[src/rtl/dma_engine_pkg.sv]
// Shared constants, FSM encoding and config decode helper
// for the single-channel word-copy DMA.
package dma_engine_pkg;

  localparam int BUS_WIDTH     = 32;
  localparam int BUS_ACC_WIDTH = 2;
  localparam int DMA_VA_WIDTH  = 4;

  localparam logic [BUS_ACC_WIDTH-1:0] BUS_ACC_1B = 2'd0;
  localparam logic [BUS_ACC_WIDTH-1:0] BUS_ACC_4B = 2'd2;

  localparam logic [DMA_VA_WIDTH-1:0] DMA_SRC  = 4'h0;
  localparam logic [DMA_VA_WIDTH-1:0] DMA_DST  = 4'h4;
  localparam logic [DMA_VA_WIDTH-1:0] DMA_LEN  = 4'h8;
  localparam logic [DMA_VA_WIDTH-1:0] DMA_CTRL = 4'hC;

  localparam int CTRL_START = 0;
  localparam int CTRL_CLR   = 1;
  localparam int STAT_BUSY  = 0;
  localparam int STAT_DONE  = 1;
  localparam int STAT_ERR   = 2;

  typedef enum logic [2:0] {
    ST_IDLE    = 3'd0,
    ST_RD_REQ  = 3'd1,
    ST_RD_WAIT = 3'd2,
    ST_WR_REQ  = 3'd3,
    ST_WR_WAIT = 3'd4,
    ST_ERR     = 3'd5
  } dma_state_e;

  function automatic logic cfg_invalid(
    input logic [DMA_VA_WIDTH-1:0]  addr,
    input logic [BUS_ACC_WIDTH-1:0] acc
  );
    return (acc != BUS_ACC_4B) ||
           (addr[1:0] != 2'b00) ||
           (addr > DMA_CTRL);
  endfunction

endpackage

[src/rtl/dma_engine_if.sv]
// req/resp/fault bus face; the config port narrows the address
// through AW, the initiator port keeps the full bus width.
interface dma_engine_if #(
  parameter int AW = dma_engine_pkg::BUS_WIDTH
);
  import dma_engine_pkg::*;

  logic [AW-1:0]            addr;
  logic                     w_rb;
  logic [BUS_ACC_WIDTH-1:0] acc;
  logic [BUS_WIDTH-1:0]     rdata;
  logic [BUS_WIDTH-1:0]     wdata;
  logic                     req;
  logic                     resp;
  logic                     fault;

  modport master (
    output addr, w_rb, acc, wdata, req,
    input  rdata, resp, fault
  );

  modport slave (
    input  addr, w_rb, acc, wdata, req,
    output rdata, resp, fault
  );

endinterface

[src/rtl/dma_engine_bus_initiator.sv]
// Copy FSM and initiator-port registers: read a word from SRC,
// write it to DST, strobe the top to advance the working registers.
module dma_engine_bus_initiator
  import dma_engine_pkg::*;
#(
  parameter int LEN_WIDTH = 16
) (
  input  logic                 clk,
  input  logic                 rstn,
  input  logic                 start_i,
  input  logic [BUS_WIDTH-1:0] src_i,
  input  logic [BUS_WIDTH-1:0] dst_i,
  input  logic [LEN_WIDTH-1:0] len_i,
  dma_engine_if.master         m,
  output logic                 busy_o,
  output logic                 done_o,
  output logic                 err_o,
  output logic                 adv_o
);

  dma_state_e           state_q, state_d;
  logic                 req_q, req_d;
  logic                 w_rb_q, w_rb_d;
  logic [BUS_WIDTH-1:0] addr_q, addr_d;
  logic [BUS_WIDTH-1:0] wdata_q, wdata_d;

  always_ff @(posedge clk) begin
    if (!rstn) begin
      state_q <= ST_IDLE;
      req_q   <= 1'b0;
      w_rb_q  <= 1'b0;
      addr_q  <= '0;
      wdata_q <= '0;
    end else begin
      state_q <= state_d;
      req_q   <= req_d;
      w_rb_q  <= w_rb_d;
      addr_q  <= addr_d;
      wdata_q <= wdata_d;
    end
  end

  // req is raised on entry to a REQ state so it lines up with it
  always_comb begin
    state_d = state_q;
    req_d   = 1'b0;
    w_rb_d  = w_rb_q;
    addr_d  = addr_q;
    wdata_d = wdata_q;
    done_o  = 1'b0;
    err_o   = 1'b0;
    adv_o   = 1'b0;
    unique case (state_q)
      ST_IDLE: begin
        if (start_i) begin
          if (len_i != '0) begin
            state_d = ST_RD_REQ;
            req_d   = 1'b1;
            w_rb_d  = 1'b0;
            addr_d  = src_i;
          end else begin
            done_o = 1'b1;
          end
        end
      end
      ST_RD_REQ: begin
        state_d = m.fault ? ST_ERR : ST_RD_WAIT;
      end
      ST_RD_WAIT: begin
        if (m.resp) begin
          state_d = ST_WR_REQ;
          req_d   = 1'b1;
          w_rb_d  = 1'b1;
          addr_d  = dst_i;
          wdata_d = m.rdata;
        end
      end
      ST_WR_REQ: begin
        state_d = m.fault ? ST_ERR : ST_WR_WAIT;
      end
      ST_WR_WAIT: begin
        if (m.resp) begin
          adv_o = 1'b1;
          if (len_i == LEN_WIDTH'(1)) begin
            state_d = ST_IDLE;
            done_o  = 1'b1;
          end else begin
            // src_i advances on this same edge
            state_d = ST_RD_REQ;
            req_d   = 1'b1;
            w_rb_d  = 1'b0;
            addr_d  = src_i + 32'd4;
          end
        end
      end
      ST_ERR: begin
        err_o   = 1'b1;
        state_d = ST_IDLE;
      end
      default: state_d = ST_IDLE;
    endcase
  end

  assign busy_o = (state_q == ST_RD_REQ) ||
                  (state_q == ST_RD_WAIT) ||
                  (state_q == ST_WR_REQ) ||
                  (state_q == ST_WR_WAIT);

  assign m.req   = req_q;
  assign m.w_rb  = w_rb_q;
  assign m.addr  = addr_q;
  assign m.wdata = wdata_q;
  assign m.acc   = BUS_ACC_4B;

endmodule

[src/rtl/dma_engine.sv]
// Single-channel DMA top: config responder, live SRC/DST/LEN
// working registers, status flags and the interrupt level.
module dma_engine
  import dma_engine_pkg::*;
#(
  parameter int LEN_WIDTH = 16
) (
  input  logic         clk,
  input  logic         rstn,
  dma_engine_if.slave  s,
  dma_engine_if.master m,
  output logic         dma_int
);

  logic [BUS_WIDTH-1:0] src_q, src_d;
  logic [BUS_WIDTH-1:0] dst_q, dst_d;
  logic [LEN_WIDTH-1:0] len_q, len_d;
  logic                 done_q, done_d;
  logic                 err_q, err_d;
  logic                 resp_q, resp_d;
  logic [BUS_WIDTH-1:0] rdata_q, rdata_d;
  logic                 int_q, int_d;

  logic                 busy, ini_done, ini_err, adv;
  logic                 cfg_ok, cfg_wr, ctrl_wr;
  logic                 start, clr;
  logic [BUS_WIDTH-1:0] rd_val;

  assign s.fault = s.req & cfg_invalid(s.addr, s.acc);
  assign cfg_ok  = s.req & ~cfg_invalid(s.addr, s.acc);
  assign cfg_wr  = cfg_ok & s.w_rb;
  assign ctrl_wr = cfg_wr & (s.addr == DMA_CTRL);
  assign start   = ctrl_wr & s.wdata[CTRL_START];
  assign clr     = ctrl_wr & s.wdata[CTRL_CLR];

  dma_engine_bus_initiator #(
    .LEN_WIDTH (LEN_WIDTH)
  ) u_init (
    .clk     (clk),
    .rstn    (rstn),
    .start_i (start),
    .src_i   (src_q),
    .dst_i   (dst_q),
    .len_i   (len_q),
    .m       (m),
    .busy_o  (busy),
    .done_o  (ini_done),
    .err_o   (ini_err),
    .adv_o   (adv)
  );

  always_comb begin
    rd_val = '0;
    unique case (s.addr)
      DMA_SRC:  rd_val = src_q;
      DMA_DST:  rd_val = dst_q;
      DMA_LEN:  rd_val = BUS_WIDTH'(len_q);
      DMA_CTRL: begin
        rd_val[STAT_BUSY] = busy;
        rd_val[STAT_DONE] = done_q;
        rd_val[STAT_ERR]  = err_q;
      end
      default:  rd_val = '0;
    endcase
  end

  // CLR is folded in before the initiator's done/err strobes
  always_comb begin
    src_d   = src_q;
    dst_d   = dst_q;
    len_d   = len_q;
    resp_d  = cfg_ok;
    rdata_d = rdata_q;
    if (cfg_ok & ~s.w_rb) rdata_d = rd_val;
    if (adv) begin
      src_d = src_q + 32'd4;
      dst_d = dst_q + 32'd4;
      len_d = len_q - LEN_WIDTH'(1);
    end else if (cfg_wr & ~busy) begin
      unique case (1'b1)
        s.addr == DMA_SRC: src_d = {s.wdata[31:2], 2'b00};
        s.addr == DMA_DST: dst_d = {s.wdata[31:2], 2'b00};
        s.addr == DMA_LEN: len_d = s.wdata[LEN_WIDTH-1:0];
        default: ;
      endcase
    end
    done_d = (done_q & ~clr) | ini_done;
    err_d  = (err_q & ~clr) | ini_err;
    int_d  = done_d | err_d;
  end

  always_ff @(posedge clk) begin
    if (!rstn) begin
      src_q   <= '0;
      dst_q   <= '0;
      len_q   <= '0;
      done_q  <= 1'b0;
      err_q   <= 1'b0;
      resp_q  <= 1'b0;
      rdata_q <= '0;
      int_q   <= 1'b0;
    end else begin
      src_q   <= src_d;
      dst_q   <= dst_d;
      len_q   <= len_d;
      done_q  <= done_d;
      err_q   <= err_d;
      resp_q  <= resp_d;
      rdata_q <= rdata_d;
      int_q   <= int_d;
    end
  end

  assign s.resp  = resp_q;
  assign s.rdata = rdata_q;
  assign dma_int = int_q;

endmodule

[src/flat_wrapper.sv]
// flat-port wrapper written by rule: the top's interface ports become plain ports
module dma_engine_flat import dma_engine_pkg::*;
#(
  parameter int LEN_WIDTH = 16
)
  (clk, rstn, dma_int, s_addr, s_w_rb, s_acc, s_wdata, s_req, s_rdata, s_resp, s_fault, m_addr, m_w_rb, m_acc, m_wdata, m_req, m_rdata, m_resp, m_fault);
  dma_engine_if #(.AW(DMA_VA_WIDTH)) s_i ();
  dma_engine_if m_i ();
  input  logic clk;
  input  logic rstn;
  output logic dma_int;
  input wire logic [$bits(s_i.addr)-1:0] s_addr;
  input wire logic [$bits(s_i.w_rb)-1:0] s_w_rb;
  input wire logic [$bits(s_i.acc)-1:0] s_acc;
  input wire logic [$bits(s_i.wdata)-1:0] s_wdata;
  input wire logic [$bits(s_i.req)-1:0] s_req;
  output wire logic [$bits(s_i.rdata)-1:0] s_rdata;
  output wire logic [$bits(s_i.resp)-1:0] s_resp;
  output wire logic [$bits(s_i.fault)-1:0] s_fault;
  output wire logic [$bits(m_i.addr)-1:0] m_addr;
  output wire logic [$bits(m_i.w_rb)-1:0] m_w_rb;
  output wire logic [$bits(m_i.acc)-1:0] m_acc;
  output wire logic [$bits(m_i.wdata)-1:0] m_wdata;
  output wire logic [$bits(m_i.req)-1:0] m_req;
  input wire logic [$bits(m_i.rdata)-1:0] m_rdata;
  input wire logic [$bits(m_i.resp)-1:0] m_resp;
  input wire logic [$bits(m_i.fault)-1:0] m_fault;
  assign s_i.addr = s_addr;
  assign s_i.w_rb = s_w_rb;
  assign s_i.acc = s_acc;
  assign s_i.wdata = s_wdata;
  assign s_i.req = s_req;
  assign s_rdata = s_i.rdata;
  assign s_resp = s_i.resp;
  assign s_fault = s_i.fault;
  assign m_addr = m_i.addr;
  assign m_w_rb = m_i.w_rb;
  assign m_acc = m_i.acc;
  assign m_wdata = m_i.wdata;
  assign m_req = m_i.req;
  assign m_i.rdata = m_rdata;
  assign m_i.resp = m_resp;
  assign m_i.fault = m_fault;
  dma_engine #(.LEN_WIDTH(LEN_WIDTH)) u_core (.clk(clk), .rstn(rstn), .s(s_i), .m(m_i), .dma_int(dma_int));
endmodule
[config.mk]
export PLATFORM = sky130hd
export DESIGN_NAME = dma_engine_flat
export DESIGN_NICKNAME = d
export VERILOG_FILES = /design/src/rtl/dma_engine_pkg.sv /design/src/rtl/dma_engine_if.sv /design/src/rtl/dma_engine_bus_initiator.sv /design/src/rtl/dma_engine.sv /design/src/flat_wrapper.sv
export SDC_FILE = /design/constraint.sdc
export NUM_CORES = 1
export LEC_CHECK = 0
export CORE_ASPECT_RATIO = 0.75
export CORE_MARGIN = 2
export CORE_UTILIZATION = 40
export DETAILED_ROUTE_END_ITERATION = 8
export GPL_TIMING_DRIVEN = 1
export HOLD_SLACK_MARGIN = 0.15
export PLACE_DENSITY = 0.64
export SYNTH_ARGS = -nofsm -noshare
export SYNTH_HDL_FRONTEND = slang
export SYNTH_SLANG_ARGS = --single-unit
[constraint.sdc]
create_clock -name clk -period 2.35 [get_ports clk]
set_input_delay 0.3525 -clock clk [delete_from_list [all_inputs] [get_ports clk]]
set_output_delay 0.3525 -clock clk [all_outputs]
set_load 0.005 [all_outputs]
Word level (Yosys, flattened, before mapping)

Index checks and enable logic that the tools add are counted.

Add/sub/neg operators: 3
Multiply operators: 0
Divide/modulo/power cells: 0
$lt $le $gt $ge: 1
Equality and inequality tests: 15
Shift operators: 0
Mux-type cells: 44
Bitwise operators: 17
Reductions and logical operators: 20

Operators by type and width:

| operator                                                               | number |
|---|---|
| 32-bit two-way mux                                                     | 11 |
| 32-bit one-hot mux with 3 select lines                                 | 1 |
| 29-bit one-hot mux with 3 select lines                                 | 1 |
| 32-bit by 3-bit adder with 32-bit output, second input constant        | 2 |
| 16-bit two-way mux                                                     | 3 |
| 1-bit two-way mux                                                      | 18 |
| 16-bit by 1-bit equality test with 1-bit output, second input constant | 1 |
| 16-bit nonzero test                                                    | 1 |
| 16-bit by 1-bit subtractor with 16-bit output, second input constant   | 1 |
| 3-bit two-way mux                                                      | 5 |
| 3-bit one-hot mux with 5 select lines                                  | 1 |
| 3-bit one-hot mux with 4 select lines                                  | 1 |
| 1-bit bitwise AND                                                      | 10 |
| 2-bit inequality test, second input constant                           | 5 |
| 2-bit nonzero test                                                     | 5 |
| 4-bit equality test, second input constant                             | 2 |
| 2-bit AND reduction                                                    | 4 |
| 3-bit by 2-bit equality test with 1-bit output, second input constant  | 2 |
| 3-bit equality test, second input constant                             | 2 |
| 1-bit one-hot mux with 3 select lines                                  | 2 |
| 6-bit AND reduction                                                    | 1 |
| 1-bit logical OR                                                       | 5 |
| 4-bit by 3-bit equality test with 1-bit output, second input constant  | 1 |
| 4-bit > comparator, second input constant                              | 1 |
| 9 further kinds                                                        | 14 |

Register bits: 185
Bits in latches: 0
Memory bits (writable): 0
Bits in read-only memories: 0
Input bits: 76
Output and inout port bits: 103
Word-level logic and storage cells: 113
Memories kept: 0

Longest topological paths before layout

Depth after elaboration: 12
Depth in mapped cells: 10
Depth with buffers taken out: 8

Cells and area by module

From an unflattened synthesis, not the netlist that was laid out.

Cells, all modules: 1253
Area total of the unflattened synthesis: 9655.5 um^2

By module, submodules not included:

| module                   | times used | cells an instance | area an instance (um^2) | seq. area each (um^2) |
|---|---|---|---|---|
| dma_engine               | 1          | 775               | 6064.6                  | 2242.2 |
| dma_engine_bus_initiator | 1          | 478               | 3590.9                  | 1381.3 |

Least setup slack after synthesis

Ideal clock, no wire load.

Path kind: reg-to-reg
Start point: register u_core.src_q[3]
End point: register u_core.src_q[24]
Setup time: 132 ps
Arrival: 1914 ps
Required time: 2218 ps
Slack: 303 ps
Cell stages (with the launch flop): 8
Path buffers: 0
Period minus slack after synthesis: 2047 ps
Cell sequence: dfxtp_1 ha_1 nand4_1 nor4_1 nor3b_1 o21ai_0 nand2_1 a21oi_1

Word-level cells in the longest chain between the ends: 2

Ends and longest elaborated chain:

| what                                     | RTL line          | source |
|---|---|---|
| start, declared                          | dma_engine.sv:15  | `logic [BUS_WIDTH-1:0] src_q, src_d;` |
| start signal, assigned                   | dma_engine.sv:103 | `src_q <= src_d;` |
| 32-bit by 3-bit adder with 32-bit output | dma_engine.sv:76  | `src_d = src_q + 32'd4;` |
| 32-bit two-way mux                       | dma_engine.sv:75  | `if (adv) begin` |

Every way passes these cells.
A chain may end at the register's enable or synchronous reset.

Worst setup path after layout

Start point: register u_core.u_init.state_q[2]
End point: register u_core.u_init.addr_q[10], in the netlist u_core.u_init.m.addr[10]

Word-level cells in the longest chain between the ends: 3
Elaborated cells on any way between the ends: 11
Those cells by class: 7 x eq/ne; 1 x mux; 3 x reduce/logical

Ends and longest elaborated chain:

| what                                                           | RTL line                       | source |
|---|---|---|
| start, declared                                                | dma_engine_bus_initiator.sv:21 | `dma_state_e state_q, state_d;` |
| start signal, assigned                                         | dma_engine_bus_initiator.sv:35 | `state_q <= state_d;` |
| 3-bit equality test (tied with other cells)                    | dma_engine_bus_initiator.sv:53 | `unique case (state_q)` |
| 2-bit inequality test (no source line) (tied with other cells) | n/a                            |  |
| 6-bit AND reduction (no source line)                           | n/a                            |  |
| end signal, assigned                                           | dma_engine_bus_initiator.sv:38 | `addr_q <= addr_d;` |
| end, declared                                                  | dma_engine_bus_initiator.sv:24 | `logic [BUS_WIDTH-1:0] addr_q, addr_d;` |

Several ways; a longest one is shown, not always the timed one.

==> results by group <==
Timing
  • RSZ-0062 raised after global routing: no
  • Final Critical Period: 2.23 ns
  • Final worst setup slack: 0.121 ns
  • Post-route clock skew: 0.0102 ns
  • Rel. slew slack: 54.8%
  • Highest clock rate: 449 MHz
  • Final setup fails: 0
  • Worst hold slack: 0.453 ns
  • Setup TNS Final: 0 ns
  • Final Cycle Share: 94.9%
  • Count of pins over their slew limit: 0
  • Worst slew pin tran: 0.675 ns
  • Final hold violations: 0

Drt
  • Post-route DRC: 0
  • Via density: 6.15
  • Routed Antenna Nets: 0
  • Vias: 10900
  • Routed WL: 36900 um
  • 1st-pass router iterations: 6
  • DR iter-0 viols: 1451
  • Avg WL per Cell: 20.9 um

Die
  • Initial Util: 40.8%
  • Core area: 0.0231 mm^2
  • Die area: 0.0248 mm^2
  • FP Rows: 48
  • Die Wd: 181 um
  • Die height: 137 um
  • Io pins: 179

Power
  • Peak supply drop: 0.569 mV
  • Power, Total: 6.42 mW
  • Power per cell area: 500 mW/mm^2
  • LEAKAGE: 4.39 nW

Logic synthesis
  • Area contributors post-synth: dfxtp_1 38%, a21oi_1 8.6%, nand2_1 5.9%
  • Synth Warn #: 0
  • Commonest cells post-synth: 179 x dfxtp_1, 161 x a21oi_1, 148 x nand2_1
  • EDFF count, synth: 0
  • Post-synth ARST share: 0%
  • Synth area leader: dfxtp_1
  • Mapped Area: 0.00941 mm^2
  • Synth Register Bits: 179
  • Synthesized area per cell: 7.64 um^2
  • Most used DFF post-synth: dfxtp_1
  • Count leader, synth: dfxtp_1
  • Synth unique cells: 74
  • Mapped Cells: 1232
  • Seq/Total Area, Yosys: 38.1%
  • Synth top area share: 38.1%

Final layout
  • Fin area: 0.0128 mm^2
  • Post-layout util: 55.7%
  • Final Non-Filler Cells: 1765
  • Ant. Diodes: 0
  • Multi-input gate area: 0.00531 mm^2
  • Fraction of layout instances using a drive strength above 1: 14.2%
  • Area Growth Syn to Fin: 36.4%
  • Register area: 0.00359 mm^2
  • Layout Nets: 1533
  • # fillers: 2186

Global route
  • Initial antenna violation count: 0
  • Total track usage: 29.7%
  • Largest net degree at the start of global routing: 71
  • Remaining Overflow, GRT: 0
  • Vias in the first global route: 9869
  • First-pass GRT wire length: 56900 um

Status
  • Status: finished, final reports clean

Min path
  • Hold path startpoint: m_rdata[31]
  • Hold Crit Class: input pin to flip-flop
  • WHS Endpoint: u_core.u_init.m.wdata[31]$_SDFFE_PN0P_
  • Hold path depth: 3

Clocking
  • # hold bufs at CTS: 0
  • H-tree levels: 4
  • Total CTS buffers: 17
  • Clk slew on worst S/H paths: 0.07 ns
  • Worst-Skew Late Latency: 0.45 ns
  • Root buf cell: clkbuf_16
  • CTS sink count: 179
  • Clock tree buffer depth: 2
  • CTS tree: done

Setup path
  • Reg2reg setup slack: 0.12 ns
  • Length in cells of the worst reg-to-reg path: 7
  • R2r endpoint: u_core.u_init.m.addr[10]$_SDFFE_PN0P_
  • CP required: 2.66 ns
  • Setup CP Type: flip-flop to flip-flop
  • Largest fanout on the critical path: 35
  • Crit path DAT: 2.54 ns
  • Startpoint Class: flip-flop
  • Reg-to-reg startpoint: u_core.u_init.state_q[2]$_SDFFE_PN0P_
  • CP endpoint kind: flip-flop

Placement
  • DPL Wire Length: 26600 um
  • Placed instance count: 1733
  • Routability cong.: 0.949
  • Pre-CTS WS: -0.118 ns
  • DP Area: 0.0122 mm^2
  • Port Buffers: 174

Run
  • Max_cap viols: 0
## report_power, final
group	switching [mW]	total (mW)	internal, mW
registers	0.00604	3.04	3.04
logic	0.180	0.356	0.176
clock network	1.31	3.02	1.71
total	1.50	6.42	4.92
## state kept, by name, indices dropped and copies added (netlist names)
| register | flops |
|---|---|
| u_core.u_init.m.wdata | 32 |
| u_core.dst_q | 30 |
| u_core.s.rdata | 32 |
| u_core.err_q | 1 |
| u_core.u_init.m.addr | 30 |
| u_core.u_init.state_q | 3 |
| u_core.u_init.m.w_rb | 1 |
| u_core.u_init.m.req | 1 |
| u_core.done_q | 1 |
| u_core.len_q | 16 |
| u_core.s.resp | 1 |
| u_core.dma_int | 1 |
| u_core.src_q | 30 |
## critical path, stage by stage (launching register included)
cell and delay (ns):
dfxtp_1 0.41, or3b_1 0.50, buf_12 0.22, nand2_1 0.20
buf_4 0.20, o21ai_0 0.09, a222oi_1 0.33, a211oi_2 0.12
## cell families after synthesis
| logic type | share of synthesized area [%] |
|---|---|
| AND/OR/NAND/NOR | 24.9 |
| multiplexers | 2.21 |
| AO/OA/AOI/OAI | 28.0 |
| flip-flops | 38.1 |
| other | 0.0798 |
| buffers and inverters | 6.06 |
| adder cells (fa/ha/maj) | 0.665 |
## metal layers
layer	GRT usage [%]	up-vias	share of wire [%]
li1	-	4966	-
met1	42.4	5094	43
met2	42.5	733	41
met3	9.21	68	13
met4	8.99	0	2.3
met5	0	-	0
## layout make-up
class                           count  area share, %
Clock buffer                       20           3.48
Timing Repair Buffer              308           22.7
Sequential cell                   179           27.9
Tap cell                          300           2.92
Inverter                           15          0.458
Multi-Input combinational cell    931           41.3
Clock inverter                     12           1.21
## worst max path at each step
| stage | from | end | slack (ns) | cells past startpoint |
|---|---|---|---|---|
| 2_1_floorplan | u_core.src_q[3]$_SDFFE_PN0P_ | u_core.src_q[24]$_SDFFE_PN0P_ | 0.30 | 7 |
| 3_3_place_gp | s_addr[1] | u_core.dst_q[28]$_SDFFE_PN0P_ | -0.08 | 9 |
| 3_5_place_dp | s_addr[1] | u_core.dst_q[30]$_SDFFE_PN0P_ | -0.12 | 9 |
| 4_1_cts | s_addr[1] | s_fault | 0.05 | 5 |
| 5_1_grt | s_addr[1] | s_fault | 0.008 | 5 |
| 6_report | u_core.u_init.state_q[2]$_SDFFE_PN0P_ | u_core.u_init.m.addr[10]$_SDFFE_PN0P_ | 0.12 | 7 |
## repair_timing
action | in CTS | in global routing
endpoints found under the setup margin | 0 | 5
resized for setup | 0 | 5
buffers inserted | 0 | 0
## cell usage in the layout (no fill, tap or decap), types with 14 or more instances in the layout
cell type        count
dfxtp_1            177
clkdlybuf4s50_1    174
a21oi_1            161
nand2_1            148
nor2_1             136
buf_4              121
o21ai_0             86
nor3_1              59
nand3_1             39
a22oi_1             35
a221oi_1            29
nand4_1             22
a31oi_1             18
and3_1              17
clkbuf_16           17
o211ai_1            16
mux2_2              14
No activity file was read; power rests on OpenSTA's default activity.
